`config.mk`:
```
export PLATFORM = sky130hd
export DESIGN_NAME = reg_file
export DESIGN_NICKNAME = d
export VERILOG_FILES = /design/src/rtl/riscv_pkg.sv /design/src/rtl/reg_file_rdport.sv /design/src/rtl/reg_file.sv
export SDC_FILE = /design/constraint.sdc
export NUM_CORES = 2
export LEC_CHECK = 0
export CORE_MARGIN = 1.5
export CORE_UTILIZATION = 27
export DETAILED_ROUTE_END_ITERATION = 10
export PLACE_DENSITY_LB_ADDON = 0.1
export SLEW_MARGIN = 20
export SYNTH_ARGS = -nofsm -noshare
export SYNTH_HDL_FRONTEND = slang
export SYNTH_SLANG_ARGS = --single-unit
```
`constraint.sdc`:
```
create_clock -name clk -period 3.2 [get_ports clk]
set_clock_uncertainty 0.15 [all_clocks]
set_input_delay 0.64 -clock clk [delete_from_list [all_inputs] [get_ports clk]]
set_output_delay 0.64 -clock clk [all_outputs]
set_load 0.01 [all_outputs]
```
`src/rtl/riscv_pkg.sv`:
```
// Shared definitions for the RISC-V integer datapath: default widths,
// architectural register indices and common word/index types.
package riscv_pkg;

  localparam int DATA_WIDTH = 32;
  localparam int ADDR_WIDTH = 5;

  // Architectural register indices with special meaning in the register file.
  localparam int REG_ZERO = 0;
  localparam int REG_A0   = 10;

  typedef logic [DATA_WIDTH-1:0] word_t;
  typedef logic [ADDR_WIDTH-1:0] regidx_t;

endpackage : riscv_pkg

```
`src/rtl/reg_file_rdport.sv`:
```
// One asynchronous read port of the integer register file. Applies the x0
// rule and, when REGFILE_BYPASS_EN is defined, forwards the writeback data
// to the read port on an index match in the same cycle.
module reg_file_rdport #(
  parameter int DATA_WIDTH = riscv_pkg::DATA_WIDTH,
  parameter int ADDR_WIDTH = riscv_pkg::ADDR_WIDTH
) (
  input  logic [ADDR_WIDTH-1:0] rs_idx,
  input  logic [DATA_WIDTH-1:0] entry,
  input  logic [ADDR_WIDTH-1:0] rd_w,
  input  logic [DATA_WIDTH-1:0] result_w,
  input  logic                  reg_write_w,
  output logic [DATA_WIDTH-1:0] rd_data
);
  import riscv_pkg::*;

  localparam logic [ADDR_WIDTH-1:0] IDX_ZERO = ADDR_WIDTH'(REG_ZERO);

`ifdef REGFILE_BYPASS_EN
  logic bypass_hit;
  assign bypass_hit = reg_write_w && (rd_w == rs_idx) && (rd_w != IDX_ZERO);
`else
  // Write-port inputs are only consumed by the bypass path.
  logic unused_write_port;
  assign unused_write_port = ^{rd_w, result_w, reg_write_w};
`endif

  // Select read data: array entry, optionally bypassed, x0 forced to zero last.
  always_comb begin
    // NOTE: give every always_comb output a default first so no path leaves it unassigned (no latch).
    rd_data = entry;
`ifdef REGFILE_BYPASS_EN
    if (bypass_hit) begin
      rd_data = result_w;
    end
`endif
    if (rs_idx == IDX_ZERO) begin
      rd_data = '0;
    end
  end

endmodule : reg_file_rdport

```
`src/rtl/reg_file.sv`:
```
// Decode-stage integer register file: 32 x 32-bit, two asynchronous read
// ports, one synchronous write port, x0 hardwired to zero, synchronous
// active-high reset clearing every entry. Optional same-cycle write-to-read
// bypass is enabled by defining REGFILE_BYPASS_EN.
module reg_file #(
  parameter int DATA_WIDTH = riscv_pkg::DATA_WIDTH,
  parameter int ADDR_WIDTH = riscv_pkg::ADDR_WIDTH
) (
  input  logic                  clk,
  input  logic                  rst,
  input  logic [ADDR_WIDTH-1:0] Rs1D,
  input  logic [ADDR_WIDTH-1:0] Rs2D,
  input  logic [ADDR_WIDTH-1:0] RdW,
  input  logic [DATA_WIDTH-1:0] ResultW,
  input  logic                  RegWriteW,
  output logic [DATA_WIDTH-1:0] RD1D,
  output logic [DATA_WIDTH-1:0] RD2D,
  output logic [DATA_WIDTH-1:0] a0
);
  import riscv_pkg::*;

  localparam int DEPTH = 2 ** ADDR_WIDTH;
  localparam logic [ADDR_WIDTH-1:0] IDX_ZERO = ADDR_WIDTH'(REG_ZERO);
  localparam logic [ADDR_WIDTH-1:0] IDX_A0   = ADDR_WIDTH'(REG_A0);

  logic [DATA_WIDTH-1:0] regs_q [DEPTH];
  logic [DATA_WIDTH-1:0] regs_d [DEPTH];

  // Next array state: apply the writeback write unless it targets x0.
  always_comb begin
    regs_d = regs_q;
    if (RegWriteW && (RdW != IDX_ZERO)) begin
      regs_d[RdW] = ResultW;
    end
    regs_d[IDX_ZERO] = '0;
  end

  // Array state register; reset wins over a write on the same edge.
  always_ff @(posedge clk) begin
    // NOTE: the whole array is reset here because software relies on every register reading 0 after reset; this rules out a RAM macro.
    if (rst) begin
      // NOTE: sequential state uses non-blocking assignments so every flop samples pre-edge values.
      regs_q <= '{default: '0};
    end else begin
      regs_q <= regs_d;
    end
  end

  // a0 always shows the stored x10 value; it never sees the bypass.
  assign a0 = regs_q[IDX_A0];

  reg_file_rdport #(
    .DATA_WIDTH (DATA_WIDTH),
    .ADDR_WIDTH (ADDR_WIDTH)
  ) u_rdport1 (
    .rs_idx      (Rs1D),
    .entry       (regs_q[Rs1D]),
    .rd_w        (RdW),
    .result_w    (ResultW),
    .reg_write_w (RegWriteW),
    .rd_data     (RD1D)
  );

  reg_file_rdport #(
    .DATA_WIDTH (DATA_WIDTH),
    .ADDR_WIDTH (ADDR_WIDTH)
  ) u_rdport2 (
    .rs_idx      (Rs2D),
    .entry       (regs_q[Rs2D]),
    .rd_w        (RdW),
    .result_w    (ResultW),
    .reg_write_w (RegWriteW),
    .rd_data     (RD2D)
  );

endmodule : reg_file

```
; Yosys cells after proc, flatten, opt, wreduce, memory -nomap -nowiden
; Cells that the tools add are included.
[totals]
register_bits = 1024
latch_bits = 0
mem_bits_ro = 0
wordCells = 55
mem_bits_rw = 0
inputBits = 50
output_inout_bits = 96
n_memories = 0
[classes]
mul = 0
addsub = 0
bitwise_logic = 3
shift = 0
n_mux = 11
div_mod_pow = 0
n_reduce_logical = 5
magnitude_cmp = 4
eq_ne = 0
[op_table]
columns = operator, n
row1 = 1024-bit bitwise mux, 1
row2 = 32-bit binary-select mux with 5-bit select, 2
row3 = 32-bit two-way mux, 7
row4 = 32-bit demux with 5-bit select, 1
row5 = "6-bit >= comparator, second input constant", 3
row6 = 5-bit NOT with 6-bit output, 3
row7 = 5-bit zero test, 2
row8 = "6-bit by 1-bit less-than comparator with 1-bit output, second input constant", 1
row9 = 5-bit nonzero test, 1
row10 = 1-bit logical AND, 2

; Logic depth before layout (Yosys ltp)
[depth]
word_depth = 6
depth_mapped = 8
ltp_nobuf = 4

; By module
; From an unflattened synthesis, not the netlist that was laid out.
[unflattened]
hier_cells = 6695
hier_area_um2 = 52111.2
[modules_own_cells]
columns = mod, cells_per_inst, area_per_inst_um2, seq_area_each_um2, instances
row1 = reg_file, 6615, 51468.1, 19859.0, 1
row2 = reg_file_rdport, 40, 321.6, 0.0, 2

; Least setup slack after synthesis
; No wires, ideal clock.
[synth_path]
kind = input -> output
from = input port Rs2D[0]
to = output port RD2D[0]
n_path_buf = 2
arrival_ns = 1.963
stages = 6
setup_slack_ns = 0.447
path_cell_list = buf_4 > buf_4 > mux4_2 > mux2_2 > o22ai_1 > nor3_1
[synth_between]
elab_chain_len = 5
[synth_lines]
columns = element, line_no
row1 = from (decl), reg_file.sv:12  ; input logic [ADDR_WIDTH-1:0] Rs2D,
row2 = 5-bit NOT with 6-bit output (not written as such), reg_file.sv:69  ; .entry (regs_q[Rs2D]),
row3 = 32-bit binary-select mux with 5-bit select, reg_file.sv:69
row4 = 32-bit two-way mux (not written as such) (2 in series), reg_file.sv:69
row5 = 32-bit two-way mux (*), reg_file_rdport.sv:37  ; if (rs_idx == IDX_ZERO) begin
row6 = to (decl), reg_file.sv:17  ; output logic [DATA_WIDTH-1:0] RD2D,
; Every way passes the cells marked *; elsewhere a longest branch is shown, timed or not. The select of a mux whose other input is x is not followed.

; Worst setup path in the final report
[layout_path]
from = input port Rs2D[2]
to = output port RD2D[22]
; The elaborated chain is that of the path after synthesis.

==> impl_results.md <==
- Status: finished, violations left
- Failing checks: setup timing
- Die width: 434 µm
- Most frequent cells in the layout: nand2_1, a21oi_1, dfxtp_1, buf_4, mux4_2
- WL final: 250 mm
- Critical Path AT: 2.61 ns
- RSZ-0062 raised after global routing: yes
- Overall power: 31,100 µW
- Crit-path slowest cell: nor3_4
- P_leak: 0.0237 µW
- Die Area: 189,000 µm²
- Max cap viols: 0
- Setup WS post-layout: -0.204 ns
- Avg Cell Area, Syn: 8.71 µm²
- CTS sink count: 992
- PortBufs: 145
- Top cell type by total area after synthesis: dfxtp_1
- Initial antenna violation count: 6
- Least-Margin Pin Slew: 0.858 ns
- CTS Buffer Depth: 3
- Area share of the largest cell type after synthesis: 0.395
- Via count: 46,500
- CTS tree: done
- First-pass detailed-route iteration total: 6
- IO Pins: 146
- Most common cell after layout, fill and taps aside: nand2_1
- Min Hold Slack: 0.151 ns
- Final slew viol count: 0
- GP Congestion: 0.858
- Yosys reg bits: 992
- CP Cell Sequence: buf_16 > buf_12 > buf_12 > nand2b_4 > buf_12 > buf_12 > o22ai_4 > a2111oi_4 > nor3_4 > buf_6
- Final min period: 3.40 ns
- First-pass GRT wire length: 349 mm
- Slew headroom: 0.428
- GRT Residual Overflow: 0
- 1st-iter DRT viols: 3,979
- Layout cells sized above 1: 0.315
- Final core area utilization: 0.373
- Sequential cell area fraction in the yosys report: 0.395
- Pwr per Cell Area: 450 nW/µm²
- Nature of the critical path startpoint: input port
- Critical path type: input port to primary output
- Critical path endpoint category: primary output
- Worst Path Max Fanout: 7
- Nets: 6,294
- Synth area leaders: dfxtp_1, mux4_2, nand2_1
- Reg2reg setup slack: 2.15 ns
- Routed WL per cell: 28.3 µm
- DRC viols: 0
- Final period util: 1.06
- Clk_lat worst skew: 0.77 ns
- CP peak stage delay: 0.50 ns
- Initial Utilization: 0.271
- Max VDD drop: 0.444 mV
- Num CTS Buffers: 120
- Vias per cell: 5.27
- H-tree depth: 3
- Crit path top cell by count: buf_12
- Worst EP required: 2.41 ns
- Hpwl dp: 160 mm
- GR Util All Layers: 0.258
- Final setup vio count: 62
- Mapped cell area: 50,200 µm²
- Die Ht: 434 µm
- Unique masters post-synth: 29
- Core Area: 185,000 µm²
- Vias in the first global route: 44,700
- Yosys warnings: 0
- Min-Delay Path Class: input port to flip-flop
- Largest net degree at the start of global routing: 101
- Post-route ant nets: 0
- Final instance area: 69,000 µm²
- Endpoints failing hold: 0
- Area post-placement: 58,800 µm²
- Syn nets: 5,821
- Area grow syn2layout: 37.4%
- Row count: 158
- Mapped Cells: 5,771
- Clock transition at path regs: 0.06 ns
- Fmax: 0.294 GHz
- Root buf cell: clkbuf_16
-- timing repair --
| item | in CTS | in global routing |
|---|---|---|
| resized for setup | 1106 | 270 |
| hold buffers | 0 | 0 |
| setup endpoints to repair | 64 | 64 |
| pin swaps | 86 | 91 |
| setup buffers | 111 | 86 |
| cloned | 11 | 6 |
-- stage by stage --
stage                     TNS (ns)  instances  setup WS, ns
after floorplan                  0       5771         0.447
after global placement      -63.85       8461         -1.30
after detailed placement    -63.51       8461         -1.30
after CTS                   -10.72       8769        -0.360
after global routing         -7.88       8825        -0.223
final                        -6.11       8825        -0.204
-- flip-flops by register name, indices dropped and copies added (netlist names) --
name / cells
regs_q: 960
a0: 32
-- power breakdown --
part | switching (µW) | internal, µW | total, µW | leakage, µW
Sequential | 69.4 | 12400 | 12500 | 0.00804
Combinational | 2370 | 1750 | 4120 | 0.0136
Clock | 5990 | 8440 | 14400 | 0.00202
-- worst paths after layout --
path	start	cells past startpoint	end
worst max register to register	a0[15]$_SDFFE_PP0P_	4	a0[15]$_SDFFE_PP0P_
worst min-delay path	rst	2	regs_q[961]$_SDFFE_PP0P_
worst max-delay path	Rs2D[2]	10	RD2D[22]
worst min register to register	regs_q[607]$_SDFFE_PP0P_	2	regs_q[607]$_SDFFE_PP0P_
-- kinds of logic (layout without fill, tap and decap cells) --
logic type / count (synthesis) / in the layout / share of synthesized area
compound gates: 1248 / 1248 / 0.134
mux: 704 / 704 / 0.240
buf+inv: 612 / 1184 / 0.0597
other cells: 0 / 2 / 0
simple gates: 2215 / 2215 / 0.171
flops: 992 / 992 / 0.395
-- metal layers --
metal	track usage	up-vias	part of all wire
li1	-	21100	-
met1	0.348	23600	0.44
met2	0.426	1416	0.47
met3	0.0317	359	0.052
met4	0.0867	2	0.039
met5	0	-	0.000052
-- cell type report --
class | instances | area [µm²]
antenna | 2 | 5.00
clock buffer | 178 | 3550
clock inverter | 43 | 529
fill | 18700 | 116000
multi-input combinational | 4167 | 30800
sequential | 992 | 20000
tap | 2480 | 3100
timing repair buffer | 963 | 11100
-- synthesized netlist by cell type, drive strengths merged --
| master | number |
|---|---|
| a21oi | 992 |
| or3b | 4 |
| or2 | 2 |
| dfxtp | 992 |
| nand2 | 2017 |
| buf | 257 |
| nor3b | 6 |
| mux2 | 128 |
| and3b | 5 |
| clkbuf | 355 |
| mux2i | 192 |
| o22ai | 192 |
| and3 | 2 |
| a2111oi | 64 |
| and2 | 3 |
| nand3 | 4 |
| mux4 | 384 |
| nor2 | 92 |
| nor3 | 65 |
| nand3b | 7 |
| nand2b | 8 |
-- worst max-delay path: cells and delay by family --
family	cells	cell delay [ns]
AOI/OAI and AO/OA	2	0.30
buffers and inverters	6	0.90
and+or+nand+nor	2	0.71
No activity file was read; power rests on OpenSTA's default activity.
